[src/rtl/mux_pkg.sv]
// Shared definitions for the N-way selector: index-width helper, mode encoding
// and the flattened-bus lane accessor.
`ifndef MUX_PKG_SV
`define MUX_PKG_SV

// Lane idx of a flattened bus whose lanes are w bits wide.
`define MUX_SLICE(bus, idx, w) bus[(idx)*(w) +: (w)]

package mux_pkg;

   localparam logic MODE_FIXED   = 1'b0;
   localparam logic MODE_RR      = 1'b1;
   localparam int   MAX_CHANNELS = 16;

   // Ceiling log2 used to size channel indices.
   function automatic int clog2(input int n);
      int r;
      int v;
      r = 0;
      v = 1;
      while (v < n) begin
         v = v * 2;
         r = r + 1;
      end
      return r;
   endfunction

endpackage

`endif

[src/rtl/rr_arbiter.sv]
// Rotating-priority request picker: scans req starting at ptr and returns the
// first requester as a one-hot grant plus its index.
module rr_arbiter
   import mux_pkg::*;
#(
   parameter int CHANNELS = 4,
   parameter int SEL_W    = clog2(CHANNELS)
) (
   input  logic [CHANNELS-1:0] req,
   input  logic [SEL_W-1:0]    ptr,
   input  logic                en,
   output logic [CHANNELS-1:0] gnt,
   output logic [SEL_W-1:0]    gnt_idx,
   output logic                found
);

   int c;

   // NOTE: every output is given a default before the scan so the block
   // cannot infer a latch on the paths where no requester is found.
   always_comb begin
      gnt     = '0;
      gnt_idx = '0;
      found   = 1'b0;
      c       = 0;
      if (en) begin
         for (int k = 0; k < CHANNELS; k++) begin
            c = int'(ptr) + k;
            if (c >= CHANNELS) c = c - CHANNELS;
            if (!found && req[c]) begin
               found   = 1'b1;
               gnt[c]  = 1'b1;
               gnt_idx = SEL_W'(c);
            end
         end
      end
   end

endmodule

[src/rtl/mux_nway_arb.sv]
// CHANNELS-way selector with fixed or round-robin channel choice feeding a
// one-entry registered output stage with valid/ready handshake.
module mux_nway_arb
   import mux_pkg::*;
#(
   parameter int WIDTH    = 16,
   parameter int CHANNELS = 4,
   parameter int SEL_W    = clog2(CHANNELS)
) (
   input  logic                         clk,
   input  logic                         rst,
   input  logic [CHANNELS*WIDTH-1:0]    in_data,
   input  logic [CHANNELS-1:0]          in_valid,
   output logic [CHANNELS-1:0]          in_ready,
   input  logic [SEL_W-1:0]             sel,
   input  logic                         rr_en,
   output logic [WIDTH-1:0]             out_data,
   output logic [SEL_W-1:0]             out_chan,
   output logic                         out_valid,
   input  logic                         out_ready
);

   logic                can_load;
   logic                rr_mode;
   logic [CHANNELS-1:0] fix_gnt;
   logic [CHANNELS-1:0] rr_gnt;
   logic [CHANNELS-1:0] gnt;
   logic [SEL_W-1:0]    rr_idx;
   logic [SEL_W-1:0]    gnt_idx;
   logic                rr_found;
   logic                xfer;
   logic [WIDTH-1:0]    sel_data;
   logic [SEL_W-1:0]    ptr;
   logic [SEL_W-1:0]    ptr_next;

   assign rr_mode  = (rr_en == MODE_RR);
   assign can_load = !out_valid || out_ready;

   // An out-of-range sel decodes to no grant at all.
   always_comb begin
      fix_gnt = '0;
      for (int i = 0; i < CHANNELS; i++) begin
         fix_gnt[i] = (sel == SEL_W'(i));
      end
   end

   rr_arbiter #(
      .CHANNELS (CHANNELS),
      .SEL_W    (SEL_W)
   ) u_arb (
      .req     (in_valid),
      .ptr     (ptr),
      .en      (rr_mode),
      .gnt     (rr_gnt),
      .gnt_idx (rr_idx),
      .found   (rr_found)
   );

   assign gnt      = rr_mode ? rr_gnt : fix_gnt;
   assign gnt_idx  = rr_mode ? rr_idx : sel;
   assign in_ready = (can_load && !rst) ? gnt : '0;
   assign xfer     = |(in_ready & in_valid);
   assign ptr_next = (gnt_idx == SEL_W'(CHANNELS - 1)) ? '0 : gnt_idx + 1'b1;

   // One-hot AND-OR mux keeps the data path free of a wide variable shifter.
   always_comb begin
      sel_data = '0;
      for (int i = 0; i < CHANNELS; i++) begin
         if (gnt[i]) sel_data = sel_data | `MUX_SLICE(in_data, i, WIDTH);
      end
   end

   // NOTE: state registers use non-blocking assignments so every flop samples
   // the pre-edge values regardless of statement order.
   always_ff @(posedge clk) begin
      if (rst) begin
         out_valid <= 1'b0;
         out_data  <= '0;
         out_chan  <= '0;
         ptr       <= '0;
      end else if (xfer) begin
         out_valid <= 1'b1;
         out_data  <= sel_data;
         out_chan  <= gnt_idx;
         if (rr_mode) ptr <= ptr_next;
      end else if (out_ready) begin
         out_valid <= 1'b0;
      end
   end

   // rr_found is implied by a nonzero rr_gnt; keep it observable for reuse.
   logic unused_found;
   assign unused_found = rr_found;

endmodule
[config.mk]
export PLATFORM = sky130hd
export DESIGN_NAME = mux_nway_arb
export DESIGN_NICKNAME = d
export VERILOG_FILES = /design/src/rtl/mux_pkg.sv /design/src/rtl/rr_arbiter.sv /design/src/rtl/mux_nway_arb.sv
export SDC_FILE = /design/constraint.sdc
export NUM_CORES = 1
export LEC_CHECK = 0
export CORE_MARGIN = 5
export CORE_UTILIZATION = 49
export CTS_BUF_LIST = sky130_fd_sc_hd__clkbuf_4
export DETAILED_ROUTE_END_ITERATION = 12
export HOLD_SLACK_MARGIN = 0.1
export PLACE_DENSITY = 0.89
export SLEW_MARGIN = 20
export SYNTH_ARGS = -nofsm -noshare
export SYNTH_HDL_FRONTEND = slang
export SYNTH_SLANG_ARGS = --single-unit
[constraint.sdc]
create_clock -name clk -period 6.2 [get_ports clk]
set_clock_uncertainty 0.15 [all_clocks]
set_input_delay 0.93 -clock clk [delete_from_list [all_inputs] [get_ports clk]]
set_output_delay 0.93 -clock clk [all_outputs]
set_load 0.005 [all_outputs]
==> summary.md <==
| Metric | Value |
|---|---|
| Area contributors post-synth | `mux4_2, dfxtp_1, nand2_1` |
| Area leader, netlist | `mux4_2` |
| Seq/Total Area, Yosys | `0.174` |
| Dpl hpwl | `6.06 mm` |
| Cell area power density | `181 nW/um2` |
| Part of the cycle the worst path needs | `0.828` |
| Die area | `between 6000 and 7000 um2` |
| Hold crit path type | `reg2reg` |
| Setup TNS | `0 ns` |
| Min Tclk post-route | `roughly 5.1 ns` |
| RePlAce Congestion | `0.920` |
| Yosys cell types | `48` |
| Final setup margin | `1.07 ns` |
| Hold_buf cts | `0` |
| Max-cap violations | `0` |
| Drt initial violations | `194` |
| H-tree levels | `1` |
| Gr busiest metal | `met2` |
| Post-CTS Setup Inserts | `0` |
| Initial antenna violation count | `0` |
| First-pass GRT wire length | `roughly 13 mm` |
| Clk buf depth | `2` |
| Synth Flop Type | `dfxtp_1` |
| Vias/cell | `6.53` |
| Layout cell share with drive strength beyond 1 | `0.122` |
| Met3 Use GR | `0.0527` |
| Worst VDD drop | `between 0.0001 and 0.00015 V` |
| Static Leak | `1.25 nW` |
| Critical Path End Type | `output pin` |
| Grt ovf | `0` |
| Wire per inst | `19.6 um` |
| Run status | `finished, final reports clean` |
| Core area | `4750 um2` |
| # clock sinks | `21` |
| Slew @ Worst Pin | `1.13 ns` |
| GR Util All Layers | `0.256` |
| Data required, critical path | `5.12 ns` |
| Post-synth top cells | `nand2_1, dfxtp_1, mux4_2, a22oi_1, a31oi_1` |
| Drt first pass iters | `5` |
| Io pins | `97` |
| DR vias | `~2.8k` |
| Endpoints failing hold | `0` |
| Slew Limit Fails | `0` |
| Std-Cell Rows | `25` |
| CTS root buf | `clkbuf_4` |
| CTS tree | `built` |
| Endpoints failing setup | `0` |
| Mean Syn Cell Area | `8.54 um2` |
| Die W | `80.2 um` |
| Syn-to-layout area delta | `40.3%` |
| Pwr Total | `a little over 0.6 mW` |
| Fin nets | `441` |
| Fill count | `391` |
| Setup Slack @ Placement | `1.29 ns` |
| DRT antenna net count | `0` |
| Top-count cell post-synth | `nand2_1` |
| Synthesized Nets | `~360` |
| Inserted Clock Buffers | `3` |
| Ys async rst share | `0` |
| Chip Height | `80.2 um` |
| Clock slew at reported path FFs | `roughly 0.12 ns` |
| EDFF count, synth | `0` |
| Met2 Usage GRT | `0.446` |
| Post-Route WL | `between 8 and 9 mm` |
| Worst setup SP type | `flop` |
| Crit Path Max Fanout | `17` |
| Fmax | `between 0.15 and 0.2 GHz` |
| Critical Path AT | `4.05 ns` |
| DRC violations left | `0` |
| Seq cells post-synth | `21` |
| Setup CP Type | `reg2out` |
| IO buf count | `96` |
| Initial Util | `0.508` |
| Cts repair resizes | `0` |
| # diodes | `0` |
| Synth top area share | `0.196` |
| Number of global-route vias before repair | `roughly 2.7k` |
| Slew margin rel. | `0.245` |
| Synth Cell Area | `~2400 um2` |
| Pin count of the biggest net entering global routing | `37` |
| Worst skew pair latency | `0.32 ns` |
| GRT met1 Usage | `0.309` |
| Synthesized instance count | `283` |
| RSZ-0062 raised after global routing | `false` |
| Yosys Warn Count | `0` |
-- cells in the final DEF (no fill, tap or decap), types with 6 or more instances in the layout --
cell type	instances
a21oi_1	10
a221oi_1	16
a22oi_1	18
a31oi_1	18
clkdlybuf4s50_1	96
dfxtp_1	21
inv_1	7
mux2i_1	6
mux4_2	21
nand2_1	55
nand2b_1	11
nor2_1	7
o21bai_1	15
-- logic make-up (layout without fill, tap and decap cells) --
group | Yosys count | after routing | synth area share
fa+ha+maj | 5 | 5 | 0.0259
compound gates | 103 | 103 | 0.326
buf+inv | 34 | 112 | 0.0663
mux | 29 | 29 | 0.230
flops | 21 | 21 | 0.174
simple gates | 91 | 91 | 0.178
-- report_power, final --
part	switching [mW]	internal (mW)	total [mW]	leakage [nW]
Clock	0.0472	0.0296	0.0768	0.0184
Sequential	0.0157	0.156	0.171	0.173
Combinational	0.178	0.187	0.364	1.06
Total	0.240	0.372	0.612	1.25
-- final cells by class --
class	count	area (um2)	share of cell area
Inverter	8	30.0	0.00886
Sequential cell	21	420	0.124
Multi-Input combinational cell	228	1840	0.541
Tap cell	67	83.8	0.0247
Timing Repair Buffer	100	991	0.292
Clock buffer	4	30.0	0.00886
-- worst paths after layout --
check / startpoint / endpoint / slack, ns / cells after the start
max: ptr[0] / in_ready[1] / 1.07 / 9
min: out_chan[0] / out_chan[0] / 0.34 / 2
max reg2reg: ptr[0] / out_chan[1] / 1.54 / 9
min reg2reg: out_chan[0] / out_chan[0] / 0.34 / 2
-- metrics by stage --
step           cells  area (um2)   util  hold WS, ns
6_report         428        3390  0.713        0.341
5_1_grt          428        3390  0.713        0.381
4_1_cts          428        3390  0.713        0.338
3_5_place_dp     424        3360  0.707        0.313
3_3_place_gp     424        3360  0.707        0.308
2_1_floorplan    283        2420      -        0.303
-- registers in the layout, indices dropped and copies added, names as in the netlist --
register / flops
out_data: 16
out_valid: 1
ptr: 2
out_chan: 2
-- metal layers --
layer / share of wire / vias to the layer above
met1: 0.39 / 1329
met5: 0 / -
met2: 0.48 / 172
met4: 0.030 / 0
li1: - / 1263
met3: 0.10 / 30
-- worst max-delay path, cell delays in order (launching register included) --
cell,delay [ns]
dfxtp_1,0.70
inv_1,0.20
ha_1,0.52
mux4_2,0.65
nand3b_1,0.21
a221oi_2,0.28
a31o_2,0.41
inv_1,0.08
a21oi_1,0.13
clkdlybuf4s50_1,0.52
No activity file was read; power rests on OpenSTA's default activity.
